==> src/rtl/point_kinetics_engine.sv <==
// Point-kinetics flux integrator: one timestep = rod/precursor sums, delayed-neutron add, chunked prompt term.
// Optional clamped arithmetic with sticky flag: define PKM_SATURATION_EN.
module point_kinetics_engine #(
    parameter int N_RODS                = 6,
    parameter int N_GROUPS              = 6,
    parameter int RX_WIDTH              = 16,
    parameter int PREC_WIDTH            = 64,
    parameter int FLUX_WIDTH            = 51,
    parameter int LOG2_STEPS_PER_SECOND = 14,
    parameter int CRITICAL_OFFSET       = 4050,
    parameter logic [FLUX_WIDTH-1:0] RESET_FLUX = FLUX_WIDTH'(1) << 47
) (
    input  logic                           clk_in,
    input  logic                           rst_in,
    input  logic                           new_timestep,
    input  logic [N_RODS*RX_WIDTH-1:0]     rod_reactivity,
    input  logic [N_GROUPS*PREC_WIDTH-1:0] precursor_neutron,
    output logic [FLUX_WIDTH-1:0]          neutron_flux,
    output logic                           busy,
    output logic                           step_done,
    output logic                           overrun,
    output logic                           saturated
);
    // state     | meaning
    // S_IDLE    | waiting for new_timestep, inputs captured on accept
    // S_SUM     | one rod word and one precursor word accumulated per cycle
    // S_DELAYED | delayed-neutron add, flux snapshot and rho latched
    // S_MUL     | |rho| times current 16-bit chunk of the scaled snapshot
    // S_APPLY   | product shifted into place and added/subtracted
    // S_DONE    | final flux visible, step_done pulse
    localparam int SUM_CYC  = (N_RODS > N_GROUPS) ? N_RODS : N_GROUPS;
    localparam int CW       = $clog2(SUM_CYC + 1);
    localparam int SC_W     = FLUX_WIDTH - 18;
    localparam int N_CHUNKS = (SC_W + 15) / 16;
    localparam int CH_W     = 16 * N_CHUNKS;
    localparam int KW       = (N_CHUNKS > 1) ? $clog2(N_CHUNKS) : 1;
    localparam int RS_W     = RX_WIDTH + $clog2(N_RODS + 1) + 2;
    localparam int PSUM_W   = PREC_WIDTH + $clog2(N_GROUPS + 1);
    localparam int PROD_W   = RS_W + 16;
    localparam int SH_W     = PROD_W + CH_W;
    localparam int DW0      = (PSUM_W > SH_W) ? PSUM_W : SH_W;
    localparam int DW       = ((DW0 > FLUX_WIDTH) ? DW0 : FLUX_WIDTH) + 1;
    localparam logic [FLUX_WIDTH-1:0] FLUX_MAX = '1;

    typedef enum logic [2:0] {S_IDLE, S_SUM, S_DELAYED, S_MUL, S_APPLY, S_DONE} state_t;

    state_t                         state, state_nxt;
    logic [CW-1:0]                  sum_cnt;
    logic [KW-1:0]                  chunk_cnt;
    logic [N_RODS*RX_WIDTH-1:0]     rod_sh;
    logic [N_GROUPS*PREC_WIDTH-1:0] prec_sh;
    logic [RS_W-1:0]                rod_sum;
    logic [PSUM_W-1:0]              prec_sum;
    logic [SC_W-1:0]                scaled_r;
    logic [RS_W-1:0]                rho_mag;
    logic                           rho_neg;
    logic [PROD_W-1:0]              product;
    logic [FLUX_WIDTH-1:0]          flux;
    logic                           overrun_r, saturated_r;

    logic [RS_W-1:0]       rho_full;
    logic [SC_W-1:0]       scaled_c;
    logic [CH_W-1:0]       scaled_pad;
    logic [15:0]           chunk_c;
    logic [DW-1:0]         addend;
    logic                  do_sub;
    logic [FLUX_WIDTH-1:0] flux_next;
    logic                  sat_hit;
`ifdef PKM_SATURATION_EN
    logic [DW-1:0]         sum_w;
`endif

    assign rho_full   = rod_sum - RS_W'(CRITICAL_OFFSET);
    assign scaled_c   = SC_W'(flux >> 18) + SC_W'(flux >> 19) + SC_W'(flux >> 21) + SC_W'(flux >> 22);
    assign scaled_pad = CH_W'(scaled_r);
    assign chunk_c    = 16'(scaled_pad >> {chunk_cnt, 4'b0000});

    always_comb begin
        addend = '0;
        do_sub = 1'b0;
        if (state == S_DELAYED) begin
            addend = DW'(prec_sum >> LOG2_STEPS_PER_SECOND);
        end else if (state == S_APPLY) begin
            addend = DW'(product) << {chunk_cnt, 4'b0000};
            do_sub = rho_neg;
        end
`ifdef PKM_SATURATION_EN
        sum_w = do_sub ? DW'(flux) - addend : DW'(flux) + addend;
        if (do_sub && (addend > DW'(flux))) begin
            flux_next = '0;
            sat_hit   = 1'b1;
        end else if (!do_sub && (sum_w > DW'(FLUX_MAX))) begin
            flux_next = FLUX_MAX;
            sat_hit   = 1'b1;
        end else begin
            flux_next = sum_w[FLUX_WIDTH-1:0];
            sat_hit   = 1'b0;
        end
`else
        flux_next = do_sub ? FLUX_WIDTH'(DW'(flux) - addend) : FLUX_WIDTH'(DW'(flux) + addend);
        sat_hit   = 1'b0;
`endif
    end

    always_ff @(posedge clk_in) begin
        if (rst_in) begin
            state       <= S_IDLE;
            flux        <= RESET_FLUX;
            overrun_r   <= 1'b0;
            saturated_r <= 1'b0;
            sum_cnt     <= '0;
            chunk_cnt   <= '0;
            rod_sh      <= '0;
            prec_sh     <= '0;
            rod_sum     <= '0;
            prec_sum    <= '0;
            scaled_r    <= '0;
            rho_mag     <= '0;
            rho_neg     <= 1'b0;
            product     <= '0;
        end else begin
            state <= state_nxt;
            if (new_timestep && (state != S_IDLE))
                overrun_r <= 1'b1;
            if (((state == S_DELAYED) || (state == S_APPLY)) && sat_hit)
                saturated_r <= 1'b1;
            case (state)
                S_IDLE: if (new_timestep) begin
                    rod_sh   <= rod_reactivity;
                    prec_sh  <= precursor_neutron;
                    rod_sum  <= '0;
                    prec_sum <= '0;
                    sum_cnt  <= CW'(SUM_CYC - 1);
                end
                S_SUM: begin
                    // shifting the captured words down feeds zeros once a short list runs out
                    rod_sum  <= rod_sum + RS_W'(rod_sh[RX_WIDTH-1:0]);
                    prec_sum <= prec_sum + PSUM_W'(prec_sh[PREC_WIDTH-1:0]);
                    rod_sh   <= rod_sh >> RX_WIDTH;
                    prec_sh  <= prec_sh >> PREC_WIDTH;
                    sum_cnt  <= sum_cnt - 1'b1;
                end
                S_DELAYED: begin
                    flux      <= flux_next;
                    scaled_r  <= scaled_c;
                    rho_neg   <= rho_full[RS_W-1];
                    rho_mag   <= rho_full[RS_W-1] ? RS_W'(-rho_full) : rho_full;
                    chunk_cnt <= KW'(N_CHUNKS - 1);
                end
                S_MUL: product <= PROD_W'(rho_mag) * PROD_W'(chunk_c);
                S_APPLY: begin
                    flux <= flux_next;
                    if (chunk_cnt != '0)
                        chunk_cnt <= chunk_cnt - 1'b1;
                end
                default: ;
            endcase
        end
    end

    always_comb begin
        state_nxt = state;
        case (state)
            S_IDLE:    if (new_timestep) state_nxt = S_SUM;
            S_SUM:     if (sum_cnt == '0) state_nxt = S_DELAYED;
            S_DELAYED: state_nxt = S_MUL;
            S_MUL:     state_nxt = S_APPLY;
            S_APPLY:   state_nxt = (chunk_cnt == '0) ? S_DONE : S_MUL;
            S_DONE:    state_nxt = S_IDLE;
            default:   state_nxt = S_IDLE;
        endcase
    end

    always_comb begin
        busy      = (state == S_SUM) || (state == S_DELAYED) || (state == S_MUL) || (state == S_APPLY);
        step_done = (state == S_DONE);
    end

    assign neutron_flux = flux;
    assign overrun      = overrun_r;
    assign saturated    = saturated_r;

endmodule

==> config.mk <==
export PLATFORM = sky130hd
export DESIGN_NAME = point_kinetics_engine
export DESIGN_NICKNAME = d
export VERILOG_FILES = /design/src/rtl/point_kinetics_engine.sv
export SDC_FILE = /design/constraint.sdc
export NUM_CORES = 2
export LEC_CHECK = 0
export BUFFER_PORTS_ARGS = -buffer_cell sky130_fd_sc_hd__buf_2
export CORE_ASPECT_RATIO = 0.9
export CORE_MARGIN = 1
export CORE_UTILIZATION = 40
export DETAILED_ROUTE_END_ITERATION = 10
export PLACE_DENSITY = 0.66
export SYNTH_ARGS = -nofsm -noshare
export SYNTH_HDL_FRONTEND = slang
export SYNTH_SLANG_ARGS = --single-unit
==> constraint.sdc <==
create_clock -name clk_in -period 22.7 [get_ports clk_in]
set_clock_uncertainty 0.15 [all_clocks]
set_input_delay 3.405 -clock clk_in [delete_from_list [all_inputs] [get_ports clk_in]]
set_output_delay 3.405 -clock clk_in [all_outputs]
set_load 0.005 [all_outputs]
Yosys cells after proc, flatten, opt, wreduce, memory -nomap -nowiden
Cells that the tools add are included.
Word-level totals
  input bits: 483
  ROM bits: 0
  word-level logic and storage cells: 72
  flip-flop bits (word level): 720
  memory bits (writable): 0
  memories kept: 0
  bits in latches: 0
Cells by class
  reduce and logical (&&, ||, !) cells: 15
  shift-type cells: 2
  divide/modulo/power cells: 0
  multipliers: 1
  bitwise logic cells: 0
  equal/unequal tests: 8
  multiplexer cells: 22
  add/subtract/negate cells: 11
  $lt $le $gt $ge: 0
Operators with widths (number)
  384-bit one-hot mux with 2 select lines: 1
  384-bit two-way mux: 1
  96-bit one-hot mux with 2 select lines: 1
  51-bit two-way mux: 3
  67-bit one-hot mux with 2 select lines: 1
  96-bit two-way mux: 1
  67-bit by 64-bit adder with 67-bit output: 1
  67-bit two-way mux: 1
  51-bit adder: 1
  37-bit by 6-bit << shifter with 51-bit output: 1
  51-bit subtractor: 1
  21-bit two-way mux: 2
  21-bit one-hot mux with 2 select lines: 1
  21-bit by 16-bit multiplier with 37-bit output: 1
  33-bit by 29-bit adder with 33-bit output: 1
  33-bit by 30-bit adder with 33-bit output: 1
  33-bit by 32-bit adder with 33-bit output: 1
  33-bit by 6-bit >> shifter with 16-bit output: 1
  21-bit by 16-bit adder with 21-bit output: 1
  21-bit negation: 1
  21-bit by 12-bit subtractor with 21-bit output (second input constant): 1
  3-bit one-hot mux with 5 select lines: 1
  3-bit two-way mux: 4
  3-bit by 2-bit equality test with 1-bit output (second input constant): 2
  18 further kinds: 28

Longest topological paths before layout
  depth after elaboration: 5
  mapped depth: 32
  depth with buffers taken out: 26

Least setup slack after synthesis
OpenSTA, ideal clock, no wires.
  path kind: reg-to-reg
  start: reg chunk_cnt[0]
  end: reg product[33]
  required time: 22.428 ns
  setup time: 0.122 ns
  setup slack: 14.818 ns
  arrival: 7.610 ns
  cell stages (with the launch flop): 30
  path through: dfxtp_1 > buf_2 > buf_2 > buf_2 > buf_1 > buf_1 > mux2i_1 > nor2_1 > clkbuf_1 > nand2_1 > fa_1 > inv_1 > fa_1 > inv_1 > fa_1 > fa_1 > fa_1 > fa_1 > inv_1 > ha_1 > nand4_1 > nor2_1 > and3_1 > o22ai_1 > o21ai_0 > a211oi_1 > o211ai_1 > a41oi_1 > xor2_1 > o21ai_0
On the way
  word-level cells in the longest chain between the ends: 2
Ends and longest elaborated chain
  from (decl): line 49  | logic [KW-1:0] chunk_cnt;
  from (signal assigned): line 148  | chunk_cnt <= KW'(N_CHUNKS - 1);
  from (signal assigned): line 154  | chunk_cnt <= chunk_cnt - 1'b1;
  33-bit by 6-bit >> shifter with 16-bit output: line 76  | assign chunk_c = 16'(scaled_pad >> {chunk_cnt, 4'b0000});
  21-bit by 16-bit multiplier with 37-bit output: line 150  | S_MUL: product <= PROD_W'(rho_mag) * PROD_W'(chunk_c);
  to (signal assigned): line 150
  to (decl): line 57  | logic [PROD_W-1:0] product;
Every way passes these cells.
A chain may end at the register's enable or synchronous reset.

Final worst setup path
Same ends and word-level chain as after synthesis.

==> results.toml <==
[global_routing]
first_global_vias = 44100
antenna_found_initial = 63
overflow = 0
grt_start_max_net_pins = 195
grt_pass1_wl_um = 263000
grtUsageTotal_pct = 26.4

[sta]
final.min_clock_period_ns = 7.94
finalSetupViolCount = 0
clock.fmax_ghz = 0.126
setup_tns_ns = 0
rsz0062_at_grt = "no"
worst_pin_slew_ns = 1.22
hold_violations = 0
drv_slew = 0
period_share_pct = 35.0
slew_headroom_pct = 18.8
layout_setup_ws_ns = 14.76

[place]
dp_cells = 7929
port_buffers = 536
hpwl_um = 127000
post-place-ws_ns = 14.76
gp_congestion = 0.934

[critical_path]
crit_path_start = "chunk_cnt[0]"
ff2ff_setup_slack_ns = 14.76
r2r-start = "chunk_cnt[0]"
crit_fanout = 51
endpoint = "product[33]"
worstSetupPathType = "reg -> reg"
reg2reg_to = "product[33]"
worstPathArrival_ns = 8.36
crit_path_end_kind = "flop"
reg2regPathDepth = 25
start_kind = "flop"
worstPathRequired_ns = 23.12

[clocking]
insertion_delay_ns = 0.71
path_clk_slew_ns = 0.06
root_buffer = "clkbuf_16"
cts_htree_levels = 3
numCtsBuffers = 82
post_cts_buffers = 0
cts_num_sinks = 718
cts_resized = 0
ctsHoldBuffers = 0
cts.path.max_buffers = 3
cts_tree = "built"

[logic_synthesis]
synth_edf_count = 0
seq_area_frac_synth_pct = 28.8
synth_top_area_cell = "dfxtp_1"
ys_types = 87
synth_seq_cells = 718
synthesis.instances = 6152
netlist_area_mm2 = 0.0500
avgSynthCellArea_um2 = 8.12
ys_warn_count = 0
async_reset_ff_share_pct = 0
synth_top_area_share_pct = 28.8
syn-num-nets = 7244
synthTopCellsByArea = "dfxtp_1 29%, fa_1 13%, ha_1 7.1%, nand2_1 5.4%, nor2_1 5.4%"
ys.flop_type = "dfxtp_1"

[cells_and_area]
drive_gt1_share_pct = 12.1
fin_util_pct = 45.8
area_growth_pct = 13.2
final_cells = 8109
nFillCells = 12300
layout.nets = 7493

[worst_hold_path]
hp-class = "reg -> reg"

[drt]
drc = 0
via_count = 46400
dr.pass1.iters = 5
viasPerCell = 5.72
wire_per_inst_um = 21.1
routed_wl_um = 171000
dr.first_iter.drc_count = 4233
ant_nets = 0

[floorplan]
die_area_mm2 = 0.126
die_h_um = 337
die_w_um = 375
start_util_pct = 40.5
io_pins = 538
coreArea_mm2 = 0.123
rows = 122

[run_status]
status = "completed"

[pwr]
ir_worst_vdd_mv = 0.0713
p_leak_nw = 24.9
p_total_mw = 5.44
p_per_area_mw_per_mm2 = 96.2

[job]
cap_violations = 0
## cells by family after synthesis
| group | Yosys count | share of synthesized area [%] |
|---|---|---|
| adders and majority gates | 609 | 20.2 |
| other | 1 | 0.00751 |
| DFF | 718 | 28.8 |
| and+or+nand+nor | 2239 | 20.1 |
| xor gates and xnor gates | 240 | 4.24 |
| AOI/OAI and AO/OA | 1515 | 19.8 |
| buffers and inverters | 781 | 5.95 |
| muxes | 49 | 1.01 |
## Yosys cell counts, types with 93 or more instances
cell	count
a21o_1	122
xor2_1	96
and2_1	157
clkbuf_1	360
o22ai_1	315
o21ai_0	191
nor2_1	723
inv_1	350
fa_1	326
nor3_1	357
ha_1	283
a311oi_1	93
nand2_1	725
a21oi_1	335
dfxtp_1	718
a22oi_1	169
xnor2_1	143
## routing by layer
metal  global-route usage, %  part of all wire [%]  wire length, µm
met1                    35.9                    44            75000
met2                    41.7                    45            76500
met3                    5.09                   7.6            13000
met4                    9.13                   3.5             6010
met5                       0                  0.14              239
## power by group
group / internal [mW] / switching [mW] / leakage, nW / total (mW)
Clock: 0.828 / 0.597 / 1.39 / 1.42
Sequential: 1.48 / 0.231 / 5.90 / 1.71
Combinational: 0.911 / 1.40 / 17.6 / 2.31
Total: 3.21 / 2.23 / 24.9 / 5.44
## flip-flops by register name, summed over array words and instances, names as in the netlist
register / cells
overrun: 1
rho_neg: 1
prec_sum: 65
product: 37
rod_sh: 96
neutron_flux: 51
sum_cnt: 3
prec_sh: 384
state: 3
rod_sum: 21
scaled_r: 33
rho_mag: 21
chunk_cnt: 2
## how the worst min path moves through the flow
stage | start | end | slack, ns | cells past startpoint
after floorplan | product[35] | product[35] | 0.27 | 2
after global placement | scaled_r[10] | scaled_r[10] | 0.29 | 2
after detailed placement | scaled_r[10] | scaled_r[10] | 0.29 | 2
after CTS | scaled_r[10] | scaled_r[10] | 0.30 | 2
after global routing | scaled_r[26] | scaled_r[26] | 0.31 | 2
final | scaled_r[10] | scaled_r[10] | 0.30 | 2
## critical path, cell delays in order (launching register included)
cell and delay [ns]:
dfxtp_2 0.57, buf_4 0.60, mux2i_1 0.15, nor2_1 0.11, buf_4 0.29, nand2_1 0.13, fa_1 0.57, inv_1 0.06
fa_1 0.50, fa_1 0.52, inv_1 0.06, fa_1 0.53, inv_1 0.05, fa_1 0.49, fa_1 0.42, ha_1 0.35
nand4_1 0.19, nor2_1 0.05, and3_1 0.17, o22ai_1 0.25, o21ai_0 0.27, a211oi_1 0.47, o211ai_1 0.29, a41oi_1 0.31
xor2_1 0.18, o21ai_0 0.10
## area by class of cell
type                    instances  area (µm²)  share of cell area (%)
repair buffers                595        3160                    5.59
well taps                    1612        2020                    3.57
inverters                     351        1320                    2.33
multi-input cells            4653       32700                    57.8
clock buffers                 114        2360                    4.18
diodes                         34        85.1                   0.150
flip-flops and latches        718       14400                    25.4
clock inverters                32         537                   0.949
## cells in the final DEF, fill, tap and decap left out, types with 35 or more instances in the layout
master       n
and2_1     157
xor2_1      96
a311oi_1    93
nand3_1     54
mux2i_1     39
fa_1       326
a211oi_1    50
nor3_1     357
a21oi_1    335
dfxtp_1    717
buf_2      535
o21bai_1    40
inv_1      350
o22ai_1    315
a22oi_1    169
nand2_1    724
xnor2_1    143
o21ai_0    190
a21o_1     122
clkbuf_16   82
ha_1       283
nor2_1     711
and3_1      36
a31oi_1     35
buf_4       57
## metrics by stage
| step | hold slack (ns) | cell area [µm²] |
|---|---|---|
| 2_1_floorplan | 0.274 | 50000 |
| 3_3_place_gp | 0.290 | 53600 |
| 3_5_place_dp | 0.292 | 53600 |
| 4_1_cts | 0.299 | 56500 |
| 5_1_grt | 0.313 | 56500 |
| 6_report | 0.300 | 56500 |
(Power assumes the default switching activity.)
